`config.mk`:
```
export PLATFORM = sky130hd
export DESIGN_NAME = lsu_ctrl_flat
export DESIGN_NICKNAME = d
export VERILOG_FILES = /design/src/rtl/lsu_ctrl_pkg.sv /design/src/rtl/lsu_ctrl_if.sv /design/src/rtl/lsu_ld_align.sv /design/src/rtl/lsu_ctrl.sv /design/src/flat_wrapper.sv
export SDC_FILE = /design/constraint.sdc
export NUM_CORES = 1
export LEC_CHECK = 0
export BUFFER_PORTS_ARGS = -buffer_cell sky130_fd_sc_hd__buf_2
export CAP_MARGIN = 10
export CORE_ASPECT_RATIO = 2
export CORE_UTILIZATION = 27
export CTS_CLUSTER_DIAMETER = 120
export CTS_CLUSTER_SIZE = 10
export DETAILED_ROUTE_END_ITERATION = 7
export PLACE_DENSITY = 0.57
export SYNTH_ARGS = -nofsm -noshare
export SYNTH_HDL_FRONTEND = slang
export SYNTH_SLANG_ARGS = --single-unit
```
`constraint.sdc`:
```
create_clock -name clk -period 1.7 [get_ports clk]
set_input_delay 0.255 -clock clk [delete_from_list [all_inputs] [get_ports clk]]
set_output_delay 0.255 -clock clk [all_outputs]
set_load 0.05 [all_outputs]
```
`src/rtl/lsu_ctrl_pkg.sv`:
```
// Shared widths, size codes, FSM encoding and command record for the LSU controller.
// Pure declarations: no latency, no flow control.
// Imported by every lsu_ctrl file so widths and encodings stay in one place.
package lsu_ctrl_pkg;

  localparam int XLEN            = 32;
  localparam int ITAG_WIDTH      = 4;
  localparam int DTCM_ADDR_WIDTH = 16;
  localparam int WMASK_WIDTH     = XLEN / 8;

  localparam logic [1:0] LSU_SIZE_B = 2'd0;
  localparam logic [1:0] LSU_SIZE_H = 2'd1;
  localparam logic [1:0] LSU_SIZE_W = 2'd2;

  typedef enum logic [1:0] {
    ST_IDLE = 2'd0,
    ST_REQ  = 2'd1,
    ST_RSP  = 2'd2,
    ST_OUT  = 2'd3
  } lsu_state_e;

  typedef struct packed {
    logic [DTCM_ADDR_WIDTH-1:0] addr;
    logic                       read;
    logic [1:0]                 size;
    logic                       usign;
    logic [ITAG_WIDTH-1:0]      itag;
    logic [XLEN-1:0]            wdata;
    logic [WMASK_WIDTH-1:0]     wmask;
  } lsu_cmd_t;

endpackage

```
`src/rtl/lsu_ctrl_if.sv`:
```
// Bundle of the AGU, write-back and DTCM handshakes around the LSU controller.
// Wires only: no latency, no storage.
// master = controller view, slave = surrounding AGU/EXU/DTCM view.
interface lsu_ctrl_if;
  import lsu_ctrl_pkg::*;

  logic                       agu_cmd_valid;
  logic                       agu_cmd_ready;
  logic [DTCM_ADDR_WIDTH-1:0] agu_cmd_addr;
  logic                       agu_cmd_read;
  logic [1:0]                 agu_cmd_size;
  logic                       agu_cmd_usign;
  logic [ITAG_WIDTH-1:0]      agu_cmd_itag;
  logic [XLEN-1:0]            agu_cmd_wdata;
  logic [WMASK_WIDTH-1:0]     agu_cmd_wmask;

  logic                       agu_rsp_valid;
  logic                       agu_rsp_ready;

  logic                       lsu_wbck_o_valid;
  logic                       lsu_wbck_o_ready;
  logic [XLEN-1:0]            lsu_wbck_o_data;
  logic [ITAG_WIDTH-1:0]      lsu_wbck_o_itag;

  logic                       dtcm_cmd_valid;
  logic                       dtcm_cmd_ready;
  logic [DTCM_ADDR_WIDTH-1:0] dtcm_cmd_addr;
  logic                       dtcm_cmd_read;
  logic [XLEN-1:0]            dtcm_cmd_wdata;
  logic [WMASK_WIDTH-1:0]     dtcm_cmd_wmask;

  logic                       dtcm_rsp_valid;
  logic                       dtcm_rsp_ready;
  logic [XLEN-1:0]            dtcm_rsp_rdata;

  modport master (
    input  agu_cmd_valid, agu_cmd_addr, agu_cmd_read, agu_cmd_size, agu_cmd_usign,
    input  agu_cmd_itag, agu_cmd_wdata, agu_cmd_wmask,
    output agu_cmd_ready,
    output agu_rsp_valid, input agu_rsp_ready,
    output lsu_wbck_o_valid, lsu_wbck_o_data, lsu_wbck_o_itag, input lsu_wbck_o_ready,
    output dtcm_cmd_valid, dtcm_cmd_addr, dtcm_cmd_read, dtcm_cmd_wdata, dtcm_cmd_wmask,
    input  dtcm_cmd_ready,
    input  dtcm_rsp_valid, dtcm_rsp_rdata, output dtcm_rsp_ready
  );

  modport slave (
    output agu_cmd_valid, agu_cmd_addr, agu_cmd_read, agu_cmd_size, agu_cmd_usign,
    output agu_cmd_itag, agu_cmd_wdata, agu_cmd_wmask,
    input  agu_cmd_ready,
    input  agu_rsp_valid, output agu_rsp_ready,
    input  lsu_wbck_o_valid, lsu_wbck_o_data, lsu_wbck_o_itag, output lsu_wbck_o_ready,
    input  dtcm_cmd_valid, dtcm_cmd_addr, dtcm_cmd_read, dtcm_cmd_wdata, dtcm_cmd_wmask,
    output dtcm_cmd_ready,
    output dtcm_rsp_valid, dtcm_rsp_rdata, input dtcm_rsp_ready
  );

endinterface

```
`src/rtl/lsu_ld_align.sv`:
```
// Load data align/extend: picks byte/halfword at the address offset and sign/zero extends.
// Combinational, zero cycles.
// No flow control; the caller decides when the result is captured.
module lsu_ld_align
  import lsu_ctrl_pkg::*;
(
  input  logic [XLEN-1:0] rdata,
  input  logic [1:0]      ofs,
  input  logic [1:0]      size,
  input  logic            usign,
  output logic [XLEN-1:0] data
);

  logic [7:0]  byte_v;
  logic [15:0] half_v;

  // Halfwords use only ofs[1]; misaligned halfwords are not trapped here.
  assign byte_v = 8'(rdata >> {ofs, 3'b000});
  assign half_v = 16'(rdata >> {ofs[1], 4'b0000});

  always_comb begin
    data = rdata;
    case (size)
      LSU_SIZE_B: data = {{(XLEN-8){byte_v[7] & ~usign}}, byte_v};
      LSU_SIZE_H: data = {{(XLEN-16){half_v[15] & ~usign}}, half_v};
      default:    data = rdata;
    endcase
  end

endmodule

```
`src/rtl/lsu_ctrl.sv`:
```
// Single-outstanding LSU controller: AGU command -> DTCM request -> load write-back or store ack.
// Latency: accept N, dtcm_cmd N+1, dtcm_rsp N+2, output N+3 with zero-wait DTCM (LSU_B2B_EN removes the idle bubble).
// Backpressure: every valid holds with stable registered fields until its ready; agu_cmd_ready only when free.
module lsu_ctrl
  import lsu_ctrl_pkg::*;
(
  input  logic       clk,
  input  logic       rst_n,
  lsu_ctrl_if.master bus
);

  lsu_state_e      state_q, state_d;
  lsu_cmd_t        cmd_q, cmd_d, cmd_in;
  logic [XLEN-1:0] res_q, res_d;
  logic [XLEN-1:0] ld_data;
  logic            out_done;

  assign cmd_in.addr  = bus.agu_cmd_addr;
  assign cmd_in.read  = bus.agu_cmd_read;
  assign cmd_in.size  = bus.agu_cmd_size;
  assign cmd_in.usign = bus.agu_cmd_usign;
  assign cmd_in.itag  = bus.agu_cmd_itag;
  assign cmd_in.wdata = bus.agu_cmd_wdata;
  assign cmd_in.wmask = bus.agu_cmd_wmask;

  lsu_ld_align u_ld_align (
    .rdata (bus.dtcm_rsp_rdata),
    .ofs   (cmd_q.addr[1:0]),
    .size  (cmd_q.size),
    .usign (cmd_q.usign),
    .data  (ld_data)
  );

  // Bus-facing fields come straight from flops so they cannot move under backpressure.
  assign bus.dtcm_cmd_addr   = cmd_q.addr;
  assign bus.dtcm_cmd_read   = cmd_q.read;
  assign bus.dtcm_cmd_wdata  = cmd_q.wdata;
  assign bus.dtcm_cmd_wmask  = cmd_q.wmask;
  assign bus.lsu_wbck_o_data = res_q;
  assign bus.lsu_wbck_o_itag = cmd_q.itag;

  always_comb begin
    state_d              = state_q;
    cmd_d                = cmd_q;
    res_d                = res_q;
    out_done             = 1'b0;
    bus.agu_cmd_ready    = 1'b0;
    bus.dtcm_cmd_valid   = 1'b0;
    bus.dtcm_rsp_ready   = 1'b0;
    bus.lsu_wbck_o_valid = 1'b0;
    bus.agu_rsp_valid    = 1'b0;
    case (state_q)
      ST_IDLE: begin
        bus.agu_cmd_ready = 1'b1;
        if (bus.agu_cmd_valid) begin
          cmd_d   = cmd_in;
          state_d = ST_REQ;
        end
      end
      ST_REQ: begin
        bus.dtcm_cmd_valid = 1'b1;
        if (bus.dtcm_cmd_ready) state_d = ST_RSP;
      end
      ST_RSP: begin
        bus.dtcm_rsp_ready = 1'b1;
        if (bus.dtcm_rsp_valid) begin
          res_d   = ld_data;
          state_d = ST_OUT;
        end
      end
      ST_OUT: begin
        bus.lsu_wbck_o_valid = cmd_q.read;
        bus.agu_rsp_valid    = ~cmd_q.read;
        out_done             = cmd_q.read ? bus.lsu_wbck_o_ready : bus.agu_rsp_ready;
        if (out_done) begin
          state_d = ST_IDLE;
`ifdef LSU_B2B_EN
          bus.agu_cmd_ready = 1'b1;
          if (bus.agu_cmd_valid) begin
            cmd_d   = cmd_in;
            state_d = ST_REQ;
          end
`endif
        end
      end
      default: state_d = ST_IDLE;
    endcase
  end

  always_ff @(posedge clk or negedge rst_n) begin
    if (!rst_n) begin
      state_q <= ST_IDLE;
      cmd_q   <= '0;
      res_q   <= '0;
    end else begin
      state_q <= state_d;
      cmd_q   <= cmd_d;
      res_q   <= res_d;
    end
  end

endmodule

```
`src/flat_wrapper.sv`:
```
// flat-port wrapper written by rule: the top's interface ports become plain ports
module lsu_ctrl_flat import lsu_ctrl_pkg::*;
  (clk, rst_n, bus_agu_cmd_valid, bus_agu_cmd_addr, bus_agu_cmd_read, bus_agu_cmd_size, bus_agu_cmd_usign, bus_agu_cmd_itag, bus_agu_cmd_wdata, bus_agu_cmd_wmask, bus_agu_cmd_ready, bus_agu_rsp_valid, bus_agu_rsp_ready, bus_lsu_wbck_o_valid, bus_lsu_wbck_o_data, bus_lsu_wbck_o_itag, bus_lsu_wbck_o_ready, bus_dtcm_cmd_valid, bus_dtcm_cmd_addr, bus_dtcm_cmd_read, bus_dtcm_cmd_wdata, bus_dtcm_cmd_wmask, bus_dtcm_cmd_ready, bus_dtcm_rsp_valid, bus_dtcm_rsp_rdata, bus_dtcm_rsp_ready);
  lsu_ctrl_if bus_i ();
  input  logic clk;
  input  logic rst_n;
  input wire logic [$bits(bus_i.agu_cmd_valid)-1:0] bus_agu_cmd_valid;
  input wire logic [$bits(bus_i.agu_cmd_addr)-1:0] bus_agu_cmd_addr;
  input wire logic [$bits(bus_i.agu_cmd_read)-1:0] bus_agu_cmd_read;
  input wire logic [$bits(bus_i.agu_cmd_size)-1:0] bus_agu_cmd_size;
  input wire logic [$bits(bus_i.agu_cmd_usign)-1:0] bus_agu_cmd_usign;
  input wire logic [$bits(bus_i.agu_cmd_itag)-1:0] bus_agu_cmd_itag;
  input wire logic [$bits(bus_i.agu_cmd_wdata)-1:0] bus_agu_cmd_wdata;
  input wire logic [$bits(bus_i.agu_cmd_wmask)-1:0] bus_agu_cmd_wmask;
  output wire logic [$bits(bus_i.agu_cmd_ready)-1:0] bus_agu_cmd_ready;
  output wire logic [$bits(bus_i.agu_rsp_valid)-1:0] bus_agu_rsp_valid;
  input wire logic [$bits(bus_i.agu_rsp_ready)-1:0] bus_agu_rsp_ready;
  output wire logic [$bits(bus_i.lsu_wbck_o_valid)-1:0] bus_lsu_wbck_o_valid;
  output wire logic [$bits(bus_i.lsu_wbck_o_data)-1:0] bus_lsu_wbck_o_data;
  output wire logic [$bits(bus_i.lsu_wbck_o_itag)-1:0] bus_lsu_wbck_o_itag;
  input wire logic [$bits(bus_i.lsu_wbck_o_ready)-1:0] bus_lsu_wbck_o_ready;
  output wire logic [$bits(bus_i.dtcm_cmd_valid)-1:0] bus_dtcm_cmd_valid;
  output wire logic [$bits(bus_i.dtcm_cmd_addr)-1:0] bus_dtcm_cmd_addr;
  output wire logic [$bits(bus_i.dtcm_cmd_read)-1:0] bus_dtcm_cmd_read;
  output wire logic [$bits(bus_i.dtcm_cmd_wdata)-1:0] bus_dtcm_cmd_wdata;
  output wire logic [$bits(bus_i.dtcm_cmd_wmask)-1:0] bus_dtcm_cmd_wmask;
  input wire logic [$bits(bus_i.dtcm_cmd_ready)-1:0] bus_dtcm_cmd_ready;
  input wire logic [$bits(bus_i.dtcm_rsp_valid)-1:0] bus_dtcm_rsp_valid;
  input wire logic [$bits(bus_i.dtcm_rsp_rdata)-1:0] bus_dtcm_rsp_rdata;
  output wire logic [$bits(bus_i.dtcm_rsp_ready)-1:0] bus_dtcm_rsp_ready;
  assign bus_i.agu_cmd_valid = bus_agu_cmd_valid;
  assign bus_i.agu_cmd_addr = bus_agu_cmd_addr;
  assign bus_i.agu_cmd_read = bus_agu_cmd_read;
  assign bus_i.agu_cmd_size = bus_agu_cmd_size;
  assign bus_i.agu_cmd_usign = bus_agu_cmd_usign;
  assign bus_i.agu_cmd_itag = bus_agu_cmd_itag;
  assign bus_i.agu_cmd_wdata = bus_agu_cmd_wdata;
  assign bus_i.agu_cmd_wmask = bus_agu_cmd_wmask;
  assign bus_agu_cmd_ready = bus_i.agu_cmd_ready;
  assign bus_agu_rsp_valid = bus_i.agu_rsp_valid;
  assign bus_i.agu_rsp_ready = bus_agu_rsp_ready;
  assign bus_lsu_wbck_o_valid = bus_i.lsu_wbck_o_valid;
  assign bus_lsu_wbck_o_data = bus_i.lsu_wbck_o_data;
  assign bus_lsu_wbck_o_itag = bus_i.lsu_wbck_o_itag;
  assign bus_i.lsu_wbck_o_ready = bus_lsu_wbck_o_ready;
  assign bus_dtcm_cmd_valid = bus_i.dtcm_cmd_valid;
  assign bus_dtcm_cmd_addr = bus_i.dtcm_cmd_addr;
  assign bus_dtcm_cmd_read = bus_i.dtcm_cmd_read;
  assign bus_dtcm_cmd_wdata = bus_i.dtcm_cmd_wdata;
  assign bus_dtcm_cmd_wmask = bus_i.dtcm_cmd_wmask;
  assign bus_i.dtcm_cmd_ready = bus_dtcm_cmd_ready;
  assign bus_i.dtcm_rsp_valid = bus_dtcm_rsp_valid;
  assign bus_i.dtcm_rsp_rdata = bus_dtcm_rsp_rdata;
  assign bus_dtcm_rsp_ready = bus_i.dtcm_rsp_ready;
  lsu_ctrl u_core (.clk(clk), .rst_n(rst_n), .bus(bus_i));
endmodule
```
== After elaboration in Yosys (flattened, before gate mapping) ==
Index checks and enable logic that the tools add are counted.
Storage, ports and cells
  register bits: 94
  latch bits: 0
  memory bits (writable): 0
  bits in read-only memories: 0
  input bits: 99
  memories: 0
Operators by class
  add/subtract/negate cells: 0
  $mul: 0
  div/mod/pow operators: 0
  order comparisons: 0
  eq/ne operators: 8
  shift-type cells: 2
  multiplexer cells: 12
  bitwise operators: 4
  reduce and logical (&&, ||, !) cells: 5
Operators with widths (count)
  $pmux 32 s2: 1
  $shr 32x5->16: 1
  $shr 32x5->8: 1
  $mux 2: 4
  $pmux 2 s4: 1
  $mux 1: 6
  $ne 2x2->1 const B: 3
  $eq 2x1->1 const B: 2
  $eq 2x2->1 const B: 2
  $logic_not 2->1: 2
  $reduce_and 2->1: 2
  $reduce_and 4->1: 1
  $and 1x1->1: 2
  $ne 2x1->1 const B: 1
  $not 1->1: 2

== Logic depth before layout (Yosys ltp) ==
Gate-level depths: netlist of run 1.
  depth after elaboration: 3
  depth in mapped cells: 7

== Modules after synthesis ==
Synthesis of run 1 repeated with hierarchy kept, for this count alone.
Second synthesis, totals
  cell total of the unflattened synthesis: 362
  area total of the unflattened synthesis: 4713.3 sq um
Modules (own cells, without submodules)
  lsu_ctrl: times used 1, cells each 269, area each 4003.8 sq um
  lsu_ld_align: times used 1, cells each 93, area each 709.4 sq um

== Worst setup path after synthesis of run 1 ==
OpenSTA, ideal clock, no wires.
  kind: register -> register
  start point: reg u_core.state_q[0]
  end point: reg u_core.res_q[10], in the netlist u_core.bus.lsu_wbck_o_data[10]
  setup time: 86 ps
  data arrival time: 1963 ps
  path slack: -349 ps
  stages on the path, launching flop included: 7
  cells stage by stage: dfrtp_1 -> inv_1 -> ha_1 -> nand2_1 -> or3_1 -> buf_6 -> o221ai_2
Between the ends
  longest elaborated chain between the ends: 2
Ends and longest elaborated chain
  start, declared: line lsu_ctrl.sv:12  | lsu_state_e state_q, state_d;
  start signal, assigned: line lsu_ctrl.sv:96  | state_q <= state_d;
  $eq 2x2->1: line lsu_ctrl.sv:52  | case (state_q)
  $reduce_and 2->1 (no line)
  end signal, assigned: line lsu_ctrl.sv:98  | res_q <= res_d;
  end, declared: line lsu_ctrl.sv:14  | logic [XLEN-1:0] res_q, res_d;
Every way passes these cells.
A chain may end at the register's enable or synchronous reset.

== Worst setup path after layout of run 1 ==
  start point: reg u_core.state_q[0]
  end point: reg u_core.state_q[1]
Between the ends
  longest elaborated chain between the ends: 3
Ends and longest elaborated chain (line)
  $eq 2x2->1 (tied with other cells): lsu_ctrl.sv:52
  $ne 2x1->1 (no line) or $ne 2x2->1 (tied branches)
  $reduce_and 4->1 (no line)
Parallel ways exist; a longest one is shown, timed or not.

==> metrics.md, run 1 <==
| Metric | Value |
|---|---|
| Run status | completed |
| Total global-route track usage | 14.5% |
| Crit-path max FO | 3 |
| # IOs | 193 |
| Seq cells post-synth | 94 |
| Netlist cell types | 31 |
| Antenna-violating nets left | 0 |
| Req. time, crit path | 1940 ps |
| Mapped Nets | 491 |
| Hold Fails Final Rpt | 0 |
| Fin crit period | 1670 ps |
| Leading cell type in the layout, fill and taps excluded | buf_2 |
| Fillers | 1657 |
| Worst r2r src | u_core.state_q[0]$_DFFE_PN0P_ |
| HPWL Detailed | 9.48 mm |
| Most frequent cells in the layout | buf_2 (187), dfrtp_1 (93), mux2_2 (60), a21oi_1 (19), nor2_1 (18) |
| Grt ovf | 0 |
| # H-tree levels | 3 |
| Clock buffer count from CTS | 9 |
| Vias in the first global route | 3690 |
| Nature of the critical path endpoint | register |
| Final setup fails | 0 |
| Worst Path Buf+Inv | 2 |
| HP Start | bus_agu_cmd_wmask[3] |
| GPL Wtd Cong | 0.847 |
| Layout Nets | 637 |
| Total placed cells including tap cells | 724 |
| Initial antenna violation count | 3 |
| Slew at the pin closest to its max-slew limit | 522 ps |
| Max Root-Sink Buffers | 2 |
| Routed wire length | 12.1 mm |
| Die Span Y | 186 um |
| DRC | 0 |
| Storage cell area | 0.00235 mm^2 |
| Clock Latency Late Sink | 350 ps |
| Worst Setup SP | u_core.state_q[0]$_DFFE_PN0P_ |
| First-pass GRT wire length | 18.8 mm |
| Clock Sink Count | 94 |
| Syn_area_per_cell | 11.7 um^2 |
| Fin crit share | 98.2% |
| Critical path arrival | 1910 ps |
| Mapped Area | 0.00455 mm^2 |
| Area of the multi-input gates | 0.00169 mm^2 |
| Crit-path cells | inv_2 > buf_4 > ha_2 > a222oi_1 > nand2_1 > mux2_2 |
| Ys Warns | 0 |
| # rows | 66 |
| Critical path class | register to register |
| Unrepaired setup endpoints after global routing | true |
| Largest net degree at the start of global routing | 43 |
| PortBufs | 192 |
| First-pass DRT Iterations | 4 |
| Total die area | 0.0174 mm^2 |
| Pins Over Slew Limit | 0 |
| Max_cap viols | 0 |
| Wire per inst | 16.3 um |
| Fraction of layout cells with a size suffix above 1 | 57.2% |
| Startpoint types | register |
| Clock input transition at the sequential cells of the worst setup and hold paths | 70 ps |
| CP max stage delay | 390 ps |
| Clock Skews | 7.50 ps |
| Hold slack | 129 ps |
| Slew margin rel. | 65.2% |
| Root buffer cell | clkbuf_16 |
| CTS tree | built |
| Die span in x | 93.8 um |
| Core area | 0.0164 mm^2 |
| Initial drt markers | 129 |
| Syn-to-layout area delta | 28.0% |
| Non-Filler Instances | 743 |
| Critical path's slowest cell | dfrtp_1 |
| Register area share after synthesis | 51.7% |
| Cell family with most CP delay | flip-flops |
| Initial Util | 27.8% |
| Synth Instances | 387 |
| Vias after detailed routing | 3414 |
| Max Freq | 599 MHz |
| DR vias/cell | 4.59 |
| Hold Path Class | input pin to register |
## sequential cells by signal (all words and copies together) (netlist names)
register	flops
u_core.cmd_q	3
u_core.state_q	2
u_core.bus.dtcm_cmd_addr	16
u_core.bus.dtcm_cmd_read	1
u_core.bus.dtcm_cmd_wmask	4
u_core.bus.lsu_wbck_o_itag	4
u_core.bus.dtcm_cmd_wdata	32
u_core.bus.lsu_wbck_o_data	32
## per-layer routing
layer / share of wire (%) / routed length, um / GRT usage [%]
met3: 6.6 / 796 / 3.84
met1: 33 / 4000 / 14.0
met2: 56 / 6810 / 27.0
met5: 0.20 / 24 / 0
met4: 3.9 / 474 / 8.06
## final timing paths
check | to | slack (ps) | cells past startpoint
hold / removal | u_core.bus.dtcm_cmd_wmask[3]$_DFFE_PN0P_ | 130 | 2
setup reg to reg | u_core.state_q[1]$_DFFE_PN0P_ | 30 | 6
setup / recovery | u_core.state_q[1]$_DFFE_PN0P_ | 30 | 6
hold reg to reg | u_core.bus.dtcm_cmd_wdata[14]$_DFFE_PN0P_ | 500 | 1
max in group asynchronous | u_core.bus.dtcm_cmd_wdata[17]$_DFFE_PN0P_ | 710 | 3
min in group asynchronous | u_core.state_q[0]$_DFFE_PN0P_ | 430 | 2
## metrics by stage
step	worst slack (ps)	TNS [ps]	cell area (um^2)	utilization (%)
finish	30.1	0	5820	35.6
global route	-25.8	-28.7	5820	35.6
CTS	4.38	0	5760	35.3
detailed placement	-1.42	-1.42	5440	33.3
global placement	72.8	0	5440	33.3
floorplan	9.30	0	4560	-
## cell families (layout without fill, tap and decap cells)
logic type | count (synthesis) | after routing | share of synthesized area [%]
compound gates | 63 | 63 | 9.36
flops | 94 | 94 | 51.7
mux | 72 | 72 | 17.5
fa+ha+maj | 5 | 5 | 1.38
buf+inv | 84 | 235 | 12.2
other cells | 0 | 1 | 0
simple gates | 69 | 69 | 7.84
## synthesized netlist by cell type
master	n	share of area, %
and2_1	2	0.28
a21oi_1	19	2.1
nor4_2	1	0.28
nor3_4	1	0.36
nor3b_4	1	0.41
nand3_1	15	1.7
nor3_1	2	0.22
a22oi_1	7	1.2
buf_4	57	9.4
nand2b_1	2	0.28
o21ai_0	13	1.4
o221ai_2	7	2.3
ha_1	5	1.4
nor2b_1	9	1.2
buf_6	1	0.25
mux2i_1	11	2.4
o21ai_1	5	0.55
dfrtp_1	94	52
nor2_1	18	1.5
nor4_1	2	0.28
inv_2	1	0.082
or3_1	1	0.14
a222oi_1	1	0.22
a31oi_1	9	1.2
inv_1	7	0.58
clkbuf_1	5	0.41
nand2_1	15	1.2
buf_2	13	1.4
mux2_2	61	15
o21ai_2	1	0.19
o21bai_1	1	0.17
## cell type report
class	count	share of cell area, %
tap	204	4.39
sequential	94	40.5
timing repair buffer	211	20.2
inverter	8	0.516
clock inverter	7	1.40
antenna	1	0.0430
multi-input combinational	209	29.1
clock buffer	9	3.87
## what timing repair did
| item | 4_1_cts | 5_1_grt |
|---|---|---|
| pin swaps | 1 | 3 |
| setup buffers | 1 | 0 |
| hold buffers | 1 | 0 |
| setup endpoints to repair | 2 | 95 |
| endpoints found under the hold margin | 33 | 0 |
| gates resized for setup | 1 | 15 |
Power of run 1 is left out: the tool's default activity adds up to more than one toggle a clock period on the data nets, which glitch-free logic cannot reach.
==> run 2: changes to the inputs <==
--- a/config.mk
+++ b/config.mk
@@ -12,7 +12,9 @@
 export CTS_CLUSTER_DIAMETER = 120
 export CTS_CLUSTER_SIZE = 10
 export DETAILED_ROUTE_END_ITERATION = 7
+export GPL_ROUTABILITY_DRIVEN = 0
 export PLACE_DENSITY = 0.57
+export SETUP_SLACK_MARGIN = 0.1
 export SYNTH_ARGS = -nofsm -noshare
 export SYNTH_HDL_FRONTEND = slang
 export SYNTH_SLANG_ARGS = --single-unit
==> run 2 against run 1 <==
  * Die area unchanged
  * Non-clock buffer count grew 4
  * Utilization up 0.52 points
  * Clock-buffer cell count rose by 1
  * Fmax increased by 5.3%
  * Cell area increased by 1.5%
  * First-iteration DRC count up 14%
  * Sequential share of layout area decreased by 0.58 points
  * Worst setup slack improved by 84 ps
==> metrics.md, run 2 (synthesized netlist as in run 1, its figures left out) <==
| Metric | Value |
|---|---|
| Clock Skews | 7.45 ps |
| Hold Path Class | input pin to register |
| HPWL Detailed | 9.69 mm |
| Storage cell area | 0.00235 mm^2 |
| Critical path's slowest cell | dfrtp_1 |
| Largest net degree at the start of global routing | 53 |
| First-pass GRT wire length | 18.9 mm |
| Clock input transition at the sequential cells of the worst setup and hold paths | 70 ps |
| Antenna-violating nets left | 0 |
| Nature of the critical path endpoint | register |
| Area of the multi-input gates | 0.00172 mm^2 |
| Initial drt markers | 147 |
| Fillers | 1646 |
| Worst Path Buf+Inv | 1 |
| Post-placement cell area | 0.00546 mm^2 |
| R2R Setup Slk | 110 ps |
| Pins Over Slew Limit | 0 |
| Layout Nets | 641 |
| Leading cell type in the layout, fill and taps excluded | buf_2 |
| Root buffer cell | clkbuf_16 |
| Vias after detailed routing | 3434 |
| Clock buffer count from CTS | 9 |
| Final setup fails | 0 |
| Hold Fails Final Rpt | 0 |
| Total global-route track usage | 14.6% |
| Crit-path max FO | 5 |
| Max_cap viols | 0 |
| Vias in the first global route | 3678 |
| # IOs | 193 |
| Critical path arrival | 1810 ps |
| DRC | 0 |
| First-pass DRT Iterations | 6 |
| Worst r2r src | u_core.state_q[1]$_DFFE_PN0P_ |
| HP Start | bus_agu_cmd_itag[0] |
| Syn-to-layout area delta | 29.8% |
| Run status | completed |
| Total placed cells including tap cells | 724 |
| Hold slack | 140 ps |
| Initial antenna violation count | 1 |
| Finished Core Util | 36.1% |
| Cell family with most CP delay | flip-flops |
| Die span in x | 93.8 um |
| Max Freq | 631 MHz |
| # rows | 66 |
| Core area | 0.0164 mm^2 |
| # H-tree levels | 3 |
| Clock Latency Late Sink | 340 ps |
| Req. time, crit path | 1920 ps |
| PortBufs | 192 |
| CTS tree | built |
| Startpoint types | register |
| Fin crit share | 93.3% |
| Unrepaired setup endpoints after global routing | true |
| CP max stage delay | 410 ps |
| Grt ovf | 0 |
| Fin crit period | 1590 ps |
| Max Root-Sink Buffers | 2 |
| Die Span Y | 186 um |
| Fraction of layout cells with a size suffix above 1 | 58.1% |
| Wire per inst | 16.8 um |
| Most frequent cells in the layout | buf_2 (187), dfrtp_1 (93), mux2_2 (61), a21oi_1 (19) |
| Crit-path cells | buf_6 > ha_4 > a222oi_1 > nand2_1 > mux2_2 |
| Clock Sink Count | 94 |
| DR vias/cell | 4.60 |
| Slew margin rel. | 72.0% |
| Initial Util | 27.8% |
| Worst Setup SP | u_core.state_q[1]$_DFFE_PN0P_ |
| Critical path class | register to register |
| Fin area | 0.00590 mm^2 |
| Slew at the pin closest to its max-slew limit | 420 ps |
| Total die area | 0.0174 mm^2 |
| Non-Filler Instances | 747 |
| Routed wire length | 12.5 mm |
## run 2: cell count changes in the layout (fill, tap and decap cells not counted), moves of 2 or more
| cell | delta |
|---|---|
| buf_4 | +3 |
| clkinv_4 | +2 |
| clkinvlp_4 | -2 |
| nor4_2 | -2 |
| nor4_4 | +2 |
## run 2: per-stage QoR
stage	setup slack (ps)	setup TNS (ps)
floorplan	91.5	0
global placement	85.3	0
detailed placement	-6.22	-6.22
CTS	102	0
global route	35.0	0
finish	114	0
## run 2: worst paths after layout
kind                                                         endpoint  cells after the start
setup / recovery                        u_core.state_q[1]$_DFFE_PN0P_                      5
hold / removal              u_core.bus.lsu_wbck_o_itag[0]$_DFFE_PN0P_                      2
setup reg to reg                        u_core.state_q[1]$_DFFE_PN0P_                      5
hold reg to reg            u_core.bus.lsu_wbck_o_data[21]$_DFFE_PN0P_                      2
max in group asynchronous     u_core.bus.dtcm_cmd_addr[1]$_DFFE_PN0P_                      3
min in group asynchronous   u_core.bus.lsu_wbck_o_data[4]$_DFFE_PN0P_                      2
## run 2: worst reg2reg max path: cells and delay by family (launching register included)
family / cells / cell delay, ps
mux: 1 / 290
flops: 1 / 410
fa+ha+maj: 1 / 170
buf+inv: 1 / 140
simple gates: 1 / 130
compound gates: 1 / 330
## run 2: routing by layer
layer	vias up	track usage, %	share of wire, %
li1	1592	-	-
met1	1695	14.4	33
met2	116	26.4	57
met3	31	2.70	4.3
met4	0	11.2	5.2
met5	-	0	0
## run 2: cell type report
cell class / instances / share of cell area [%]
diodes: 1 / 0.0424
multi-input cells: 209 / 29.2
well taps: 204 / 4.32
clock buffers: 10 / 4.05
clock inverters: 6 / 1.17
inverters: 8 / 0.509
repair buffers: 215 / 20.8
flip-flops and latches: 94 / 39.9
## run 2: repair_timing
action                                  CTS  global route
cloned                                    1             0
hold buffers                              1             0
hold endpoints to repair                 11             0
resized for setup                         7            11
endpoints found under the setup margin   88            97
pin swaps                                 1             2
buffers inserted                          3             1
Power of run 2 is left out for the same reason.
